`config.mk`:
```
export PLATFORM = sky130hd
export DESIGN_NAME = excess3_bcd_stream_converter
export DESIGN_NICKNAME = d
export VERILOG_FILES = /design/src/rtl/excess3_bcd_stream_converter.sv
export SDC_FILE = /design/constraint.sdc
export NUM_CORES = 1
export LEC_CHECK = 0
export CORE_UTILIZATION = 25
export DETAILED_ROUTE_END_ITERATION = 10
export GPL_TIMING_DRIVEN = 0
export PLACE_DENSITY = 0.48
export REMOVE_ABC_BUFFERS = 1
export SLEW_MARGIN = 20
export SYNTH_ARGS = -nofsm -noshare
export SYNTH_HDL_FRONTEND = slang
export SYNTH_SLANG_ARGS = --single-unit
```
`constraint.sdc`:
```
create_clock -name clk -period 4.5 [get_ports clk]
set_input_delay 0.675 -clock clk [delete_from_list [all_inputs] [get_ports clk]]
set_output_delay 0.675 -clock clk [all_outputs]
set_load 0.01 [all_outputs]
```
`src/rtl/excess3_bcd_stream_converter.sv`:
```
// Digit-serial packed Excess-3 <-> BCD converter with valid/ready on both sides.
// Flags invalid codes per digit and counts delivered error words, saturating.
module excess3_bcd_stream_converter #(
  parameter int NUM_DIGITS = 4,
  parameter int ERR_CNT_W  = 8
) (
  input  logic                    clk,
  input  logic                    rst_n,
  input  logic                    in_valid,
  output logic                    in_ready,
  input  logic [4*NUM_DIGITS-1:0] in_data,
  input  logic                    in_mode,
  output logic                    out_valid,
  input  logic                    out_ready,
  output logic [4*NUM_DIGITS-1:0] out_data,
  output logic [NUM_DIGITS-1:0]   out_err_mask,
  output logic                    out_err,
  input  logic                    clr_err,
  output logic [ERR_CNT_W-1:0]    err_count
);

  localparam int W    = 4 * NUM_DIGITS;
  localparam int IDXW = (NUM_DIGITS > 1) ? $clog2(NUM_DIGITS) : 1;

  localparam logic [IDXW-1:0]      LAST    = IDXW'(NUM_DIGITS - 1);
  localparam logic [ERR_CNT_W-1:0] CNT_MAX = '1;

  typedef enum logic [1:0] {
    IDLE,
    CONV,
    DONE
  } state_t;

  state_t state;
  state_t state_nxt;

  logic [IDXW-1:0]       idx;
  logic                  mode_q;
  logic [W-1:0]          data_q;
  logic [W-1:0]          res_q;
  logic [NUM_DIGITS-1:0] mask_q;

  logic [3:0] code;
  logic [3:0] dig;
  logic       bad;
  logic       accept;
  logic       deliver;
  logic       last;

  // Returns {invalid, digit}; invalid codes map to 4'hF.
  function automatic logic [4:0] conv(
    input logic [3:0] c,
    input logic       m
  );
    logic       ok;
    logic [3:0] d;
    if (m) begin
      ok = (c <= 4'd9);
      d  = c + 4'd3;
    end else begin
      ok = (c >= 4'd3) && (c <= 4'd12);
      d  = c - 4'd3;
    end
    return ok ? {1'b0, d} : {1'b1, 4'hF};
  endfunction

  assign accept  = in_valid & in_ready;
  assign deliver = out_valid & out_ready;
  assign last    = (idx == LAST);

  always_comb begin
    code = '0;
    for (int i = 0; i < NUM_DIGITS; i++) begin
      if (idx == IDXW'(i)) begin
        code = data_q[i*4 +: 4];
      end
    end
  end

  assign {bad, dig} = conv(code, mode_q);

  always_ff @(posedge clk or negedge rst_n) begin
    if (!rst_n) begin
      state <= IDLE;
    end else begin
      state <= state_nxt;
    end
  end

  always_comb begin
    state_nxt = state;
    unique case (state)
      IDLE: if (accept) state_nxt = CONV;
      CONV: if (last) state_nxt = DONE;
      DONE: if (out_ready) state_nxt = IDLE;
      default: state_nxt = IDLE;
    endcase
  end

  always_comb begin
    in_ready  = 1'b0;
    out_valid = 1'b0;
    unique case (1'b1)
      (state == IDLE): in_ready  = 1'b1;
      (state == DONE): out_valid = 1'b1;
      default: ;
    endcase
  end

  always_ff @(posedge clk or negedge rst_n) begin
    if (!rst_n) begin
      idx    <= '0;
      mode_q <= 1'b0;
      data_q <= '0;
      res_q  <= '0;
      mask_q <= '0;
    end else if (accept) begin
      idx    <= '0;
      mode_q <= in_mode;
      data_q <= in_data;
      res_q  <= '0;
      mask_q <= '0;
    end else if (state == CONV) begin
      for (int i = 0; i < NUM_DIGITS; i++) begin
        if (idx == IDXW'(i)) begin
          res_q[i*4 +: 4] <= dig;
          mask_q[i]       <= bad;
        end
      end
      idx <= last ? '0 : idx + 1'b1;
    end
  end

  // Clear wins over a same-edge increment.
  always_ff @(posedge clk or negedge rst_n) begin
    if (!rst_n) begin
      err_count <= '0;
    end else if (clr_err) begin
      err_count <= '0;
    end else if (deliver && out_err && err_count != CNT_MAX) begin
      err_count <= err_count + 1'b1;
    end
  end

  assign out_data     = res_q;
  assign out_err_mask = mask_q;
  assign out_err      = |mask_q;

endmodule

```
### Word level (Yosys, flattened, before mapping)

Index checks and enable logic that the tools add are counted.

| storage, ports and cells | value |
|---|---|
| memories kept | 0 |
| bits in writable memories | 0 |
| latch bits | 0 |
| flip-flop bits (word level) | 49 |
| word-level logic and storage cells | 78 |
| ROM bits | 0 |

| operators by class | value |
|---|---|
| shifts and indexed selects | 0 |
| divide/modulo/power cells | 0 |
| equal/unequal tests | 9 |
| $mul | 0 |
| multiplexer cells | 30 |
| bitwise operators | 2 |
| reductions and logical operators | 17 |
| magnitude comparators | 3 |
| add/subtract/negate cells | 4 |

Operators by type and width:

| operator | number |
|---|---|
| 4-bit 2-to-1 mux | 11 |
| 16-bit 2-to-1 mux | 2 |
| 8-bit 2-to-1 mux | 2 |
| 2-bit 2-to-1 mux | 6 |
| 2-bit nonzero test | 6 |
| 8-bit by 1-bit adder with 8-bit output (second input constant) | 1 |
| 4-bit <= comparator (second input constant) | 2 |
| 8-bit != test (second input constant) | 1 |
| 2-bit AND reduction | 4 |
| 1-bit 2-to-1 mux | 7 |
| 2-bit equality test (second input constant) | 3 |
| 2-bit != test (second input constant) | 3 |
| 2-bit one-hot mux with 3 select lines | 1 |
| 5-bit 2-to-1 mux | 1 |
| 4-bit by 2-bit adder with 4-bit output (second input constant) | 1 |
| 2-bit by 1-bit equality test with 1-bit output (second input constant) | 2 |
| 4-bit by 2-bit greater-or-equal comparator with 1-bit output (second input constant) | 1 |
| 2-bit logical NOT | 2 |
| 4-bit OR reduction | 1 |
| 4-bit by 2-bit subtractor with 4-bit output (second input constant) | 1 |
| 1-bit logical AND | 3 |
| 3-bit AND reduction | 1 |
| 2-bit by 1-bit adder with 2-bit output (second input constant) | 1 |
| 1-bit bitwise AND | 2 |

### Longest topological paths before layout

| depth | value |
|---|---|
| word-level depth | 12 |
| depth in mapped cells | 9 |

### Worst setup path after synthesis

No wires, ideal clock.

| timing path | value |
|---|---|
| kind | flip-flop to flip-flop |
| start | reg idx[0] |
| end | reg res_q[14], in the netlist out_data[14] |
| arrival time | 2.136 ns |
| period minus slack after synthesis | 2.210 ns |
| required time | 4.426 ns |
| library setup time | 0.074 ns |
| cell stages (with the launch flop) | 9 |
| slack | 2.290 ns |
| cells stage by stage | dfrtp_1 ha_1 buf_6 nand3b_1 a221oi_4 nor4b_1 o21bai_2 mux2_4 o21ai_2 |

| on the way | value |
|---|---|
| word-level cells in the longest chain between the ends | 12 |
| elaborated cells on any way between the ends | 22 |

RTL lines:

| what | RTL line | RTL |
|---|---|---|
| start, declared | 37 | `logic [IDXW-1:0] idx;` |
| start signal, assigned | 130 | `idx <= last ? '0 : idx + 1'b1;` |
| 2-bit logical NOT | 74 | `if (idx == IDXW'(i)) begin` |
| 4-bit 2-to-1 mux (4 in series) | 74 |  |
| 4-bit by 2-bit greater-or-equal comparator with 1-bit output / 4-bit <= comparator (equally long branches) | 61 | `ok = (c >= 4'd3) && (c <= 4'd12);` |
| 1-bit logical AND | 61 |  |
| 1-bit 2-to-1 mux | 57 | `if (m) begin` |
| 5-bit 2-to-1 mux | 64 | `return ok ? {1'b0, d} : {1'b1, 4'hF};` |
| 4-bit 2-to-1 mux | 125 | `if (idx == IDXW'(i)) begin` |
| 16-bit 2-to-1 mux | 123 | `end else if (state == CONV) begin` |
| 16-bit 2-to-1 mux | 117 | `end else if (accept) begin` |
| end signal, assigned by index | 126 | `res_q[i*4 +: 4] <= dig;` |
| end, declared | 40 | `logic [W-1:0] res_q;` |

Several ways; a longest one is shown, not always the timed one. The select of a mux whose other input is x is not followed.
A chain may end at the register's enable or synchronous reset.

### Final worst setup path

| timing path | value |
|---|---|
| start | reg idx[0] |
| end | reg res_q[12], in the netlist out_data[12] |

The elaborated chain is that of the path after synthesis.

==> results.py <==
metrics = {
    "setup_path": {
        "critPathMaxStageDelay_ps": 490,
        "arrival_ps": 2730,
        "crit_family": "compound AO/OA/AOI/OAI gates",
        "crit_chain": "ha_1 -> inv_1 -> o22ai_1 -> or2_1 -> a21oi_1 -> a311oi_1 -> o21ai_0",
        "cp.required_ps": 4680,
        "rr_startpoint": "idx[0]",
        "path_class": "register to register",
        "startpoint": "idx[0]",
        "crit_buf_inv": 1,
        "end_kind": "register",
        "cp-start-kind": "register",
        "cp_num_cells": 7,
        "crit_path_end": "out_data[12]",
        "r2r_cells": 7,
        "r2r_setup_slack_ps": 1950,
        "r2r_end": "out_data[12]",
        "critPathMaxFanout": 10,
        "cpMaxStageDelayCell": "a311oi_1",
    },
    "logic_synthesis": {
        "yosys.area_share.adder": 0.02597,
        "synth_edf_count": 0,
        "syn_avg_cell_area_um2": 9.558,
        "synthMuxAreaShare": 0.01455,
        "synthCells": 252,
        "ys_ff_latch": 49,
        "synth-compound-area-share": 0.1844,
        "synth_top_family_by_area": "simple AND/OR/NAND/NOR gates",
        "synth.distinct_cells": 51,
        "synthXorXnorAreaFrac": 0.02182,
        "syn_area_um2": 2409,
        "synth_top_area_share": 0.5091,
        "synth_top_area_cell": "dfrtp_1",
        "synth_top_cells_by_area": "dfrtp_1 51%, nand2_1 12%, ha_1 2.6%",
        "synth_ff_type": "dfrtp_1",
        "yosys.area_share.simple": 0.2094,
        "ys_warn_count": 0,
        "synthArstFlopShare": 1.000,
        "seq_area_frac_synth": 0.5091,
    },
    "cts": {
        "ctsResizeCount": 0,
        "cts_buffer_depth": 2,
        "ctsHoldBuffers": 0,
        "cts_tree": "built",
        "clock_latency_ps": 310,
        "clkTransAtPathRegs_ps": 100,
        "htree_levels": 2,
        "root_buffer": "clkbuf_8",
        "cts.sinks": 49,
        "post-cts-setup-buffers": 0,
        "cts_buffers": 5,
    },
    "routing": {
        "wl_um": 5655,
        "vias": 1917,
        "firstDrtPassIters": 4,
        "drt-wirelength-per-cell_um": 13.06,
        "drt_first_iter_violations": 64,
        "viasPerCell": 4.427,
        "drtAntennaViolNets": 0,
        "route.detailed.drc": 0,
    },
    "timing": {
        "hold_viol": 0,
        "setup-tns-final_ps": 0,
        "fin_crit_ps": 2547,
        "rsz0062_at_grt": "no",
        "finClkSkew_ps": 10.66,
        "fin_crit_sh": 0.5661,
        "relSlewSlack": 0.4483,
        "clock.fmax_mhz": 392.6,
        "slew_viol_final": 0,
        "worst_pin_slew_ps": 825.9,
        "fin_hold_ws_ps": 380.2,
        "setup-violations-final": 0,
    },
    "power_and_ir_drop": {
        "clkPwrFrac": 0.146,
        "power_density_nw_per_um2": 704.8,
        "total_power_uw": 2224,
        "p_leak_uw": 0.001372,
        "seq_power_share": 0.320,
        "p_sw_frac": 0.4199,
        "p_int_uw": 1290,
        "power.net_switching_uw": 933.8,
        "comb_power_share": 0.534,
        "peakVddDrop_v": 0.0002198,
    },
    "finish": {
        "most-common-layout-cells": "79 x nand2_1, 51 x clkdlybuf4s50_1, 49 x dfrtp_1",
        "fillers": 1001,
        "finalNonFillerCells": 433,
        "insertedDiodeCount": 0,
        "syn_to_final_growth_pct": 31.01,
        "fin_util": 0.3399,
        "final_layout_size_suffix_gt1_frac": 0.08882,
        "layout_commonest_cell": "nand2_1",
        "nets": 330,
    },
    "placement": {
        "gp_congestion": 0.7523,
        "dpl.hpwl_um": 4163,
        "dpl.cell_count": 425,
        "port_buffers": 52,
    },
    "floorplan": {
        "initial_core_util": 0.2594,
        "core_area_um2": 9284,
        "dieWidth_um": 100.2,
        "rows": 35,
        "io-pin-count": 53,
        "die-height_um": 100.2,
        "dieArea_um2": 10030,
    },
    "global_route": {
        "grt_max_degree": 50,
        "grt_use_total": 0.1208,
        "antenna_found_initial": 0,
        "grt_pass1_wl_um": 9439,
        "grt_overflow_total": 0,
        "first_global_vias": 1849,
    },
    "flow_run": {
        "drv_cap": 0,
    },
    "worst_hold_path": {
        "worst_hold_path_type": "input port to asynchronous set/reset pin",
    },
    "run_status": {
        "status": "finished, final reports clean",
    },
}
[power groups by stage]
stage               Combinational [µW]  Clock [µW]  Sequential (µW)
floorplan                          796           0              721
global placement                  1190           0              722
detailed placement                1210           0              726
CTS                               1210         337              716
global route                      1340         359              734
finish                            1190         325              712
[cell type report]
cell class	instances	area, µm²	share of cell area
Timing Repair Buffer	53	533.0	0.1689
Sequential cell	49	1226	0.3886
Tap cell	129	161.4	0.05115
Clock buffer	6	72.57	0.02300
Multi-Input combinational cell	188	1101	0.3489
Inverter	6	22.52	0.007137
Clock inverter	2	38.79	0.01229
[how the worst min path moves through the flow]
stage	endpoint	cells after the start	startpoint
after floorplan	data_q[0]	0	rst_n
after global routing	err_count[4]	1	rst_n
after detailed placement	data_q[14]	2	data_q[14]
after global placement	data_q[14]	2	data_q[14]
after CTS	err_count[6]	1	rst_n
final	err_count[7]	1	rst_n
[per-layer routing]
layer / up-vias / track usage / wire length, µm
met1: 887 / 0.1655 / 2755
met2: 52 / 0.1902 / 2575
li1: 972 / - / -
met4: 0 / 0.02007 / 36
met3: 6 / 0.03760 / 287
met5: - / 0 / 0
[synth_stat cells (all sizes together), types with 2 or more instances]
cell / n
o31ai: 2
nand4: 4
nand3: 4
o211a: 2
or4: 2
or3: 2
clkbuf: 3
nor2: 10
o211ai: 2
ha: 5
inv: 6
mux2i: 2
o21ai: 24
dfrtp: 49
a32o: 4
nand2: 79
xnor2: 2
nand2b: 3
a21oi: 11
o21bai: 3
o22ai: 2
buf: 5
nor3b: 2
or2: 3
xor2: 4
[state kept, by name (all words and copies together) (netlist names)]
signal,count
mode_q,1
state,2
err_count,8
idx,2
out_data,16
out_err_mask,4
data_q,16
[worst register-to-register path, cell delays in order (launching register included)]
cell and delay, ps:
dfrtp_1 420, ha_1 460, inv_1 230, o22ai_1 330
or2_1 250, a21oi_1 60, a311oi_1 490, o21ai_0 170
[stage by stage]
step	area (µm²)	setup WS, ps
floorplan	2347	2308
global placement	3029	1194
detailed placement	3044	1882
CTS	3156	1862
global route	3156	1597
finish	3156	1953
[kinds of logic (layout without fill, tap and decap cells)]
| kind of cell | count (synthesis) | after routing |
|---|---|---|
| buffers and inverters | 15 | 67 |
| flip-flops | 49 | 49 |
| AO/OA/AOI/OAI | 59 | 59 |
| multiplexers | 3 | 3 |
| AND/OR/NAND/NOR | 115 | 115 |
| XOR/XNOR | 6 | 6 |
| adder cells (fa/ha/maj) | 5 | 5 |
(Power assumes the default switching activity.)
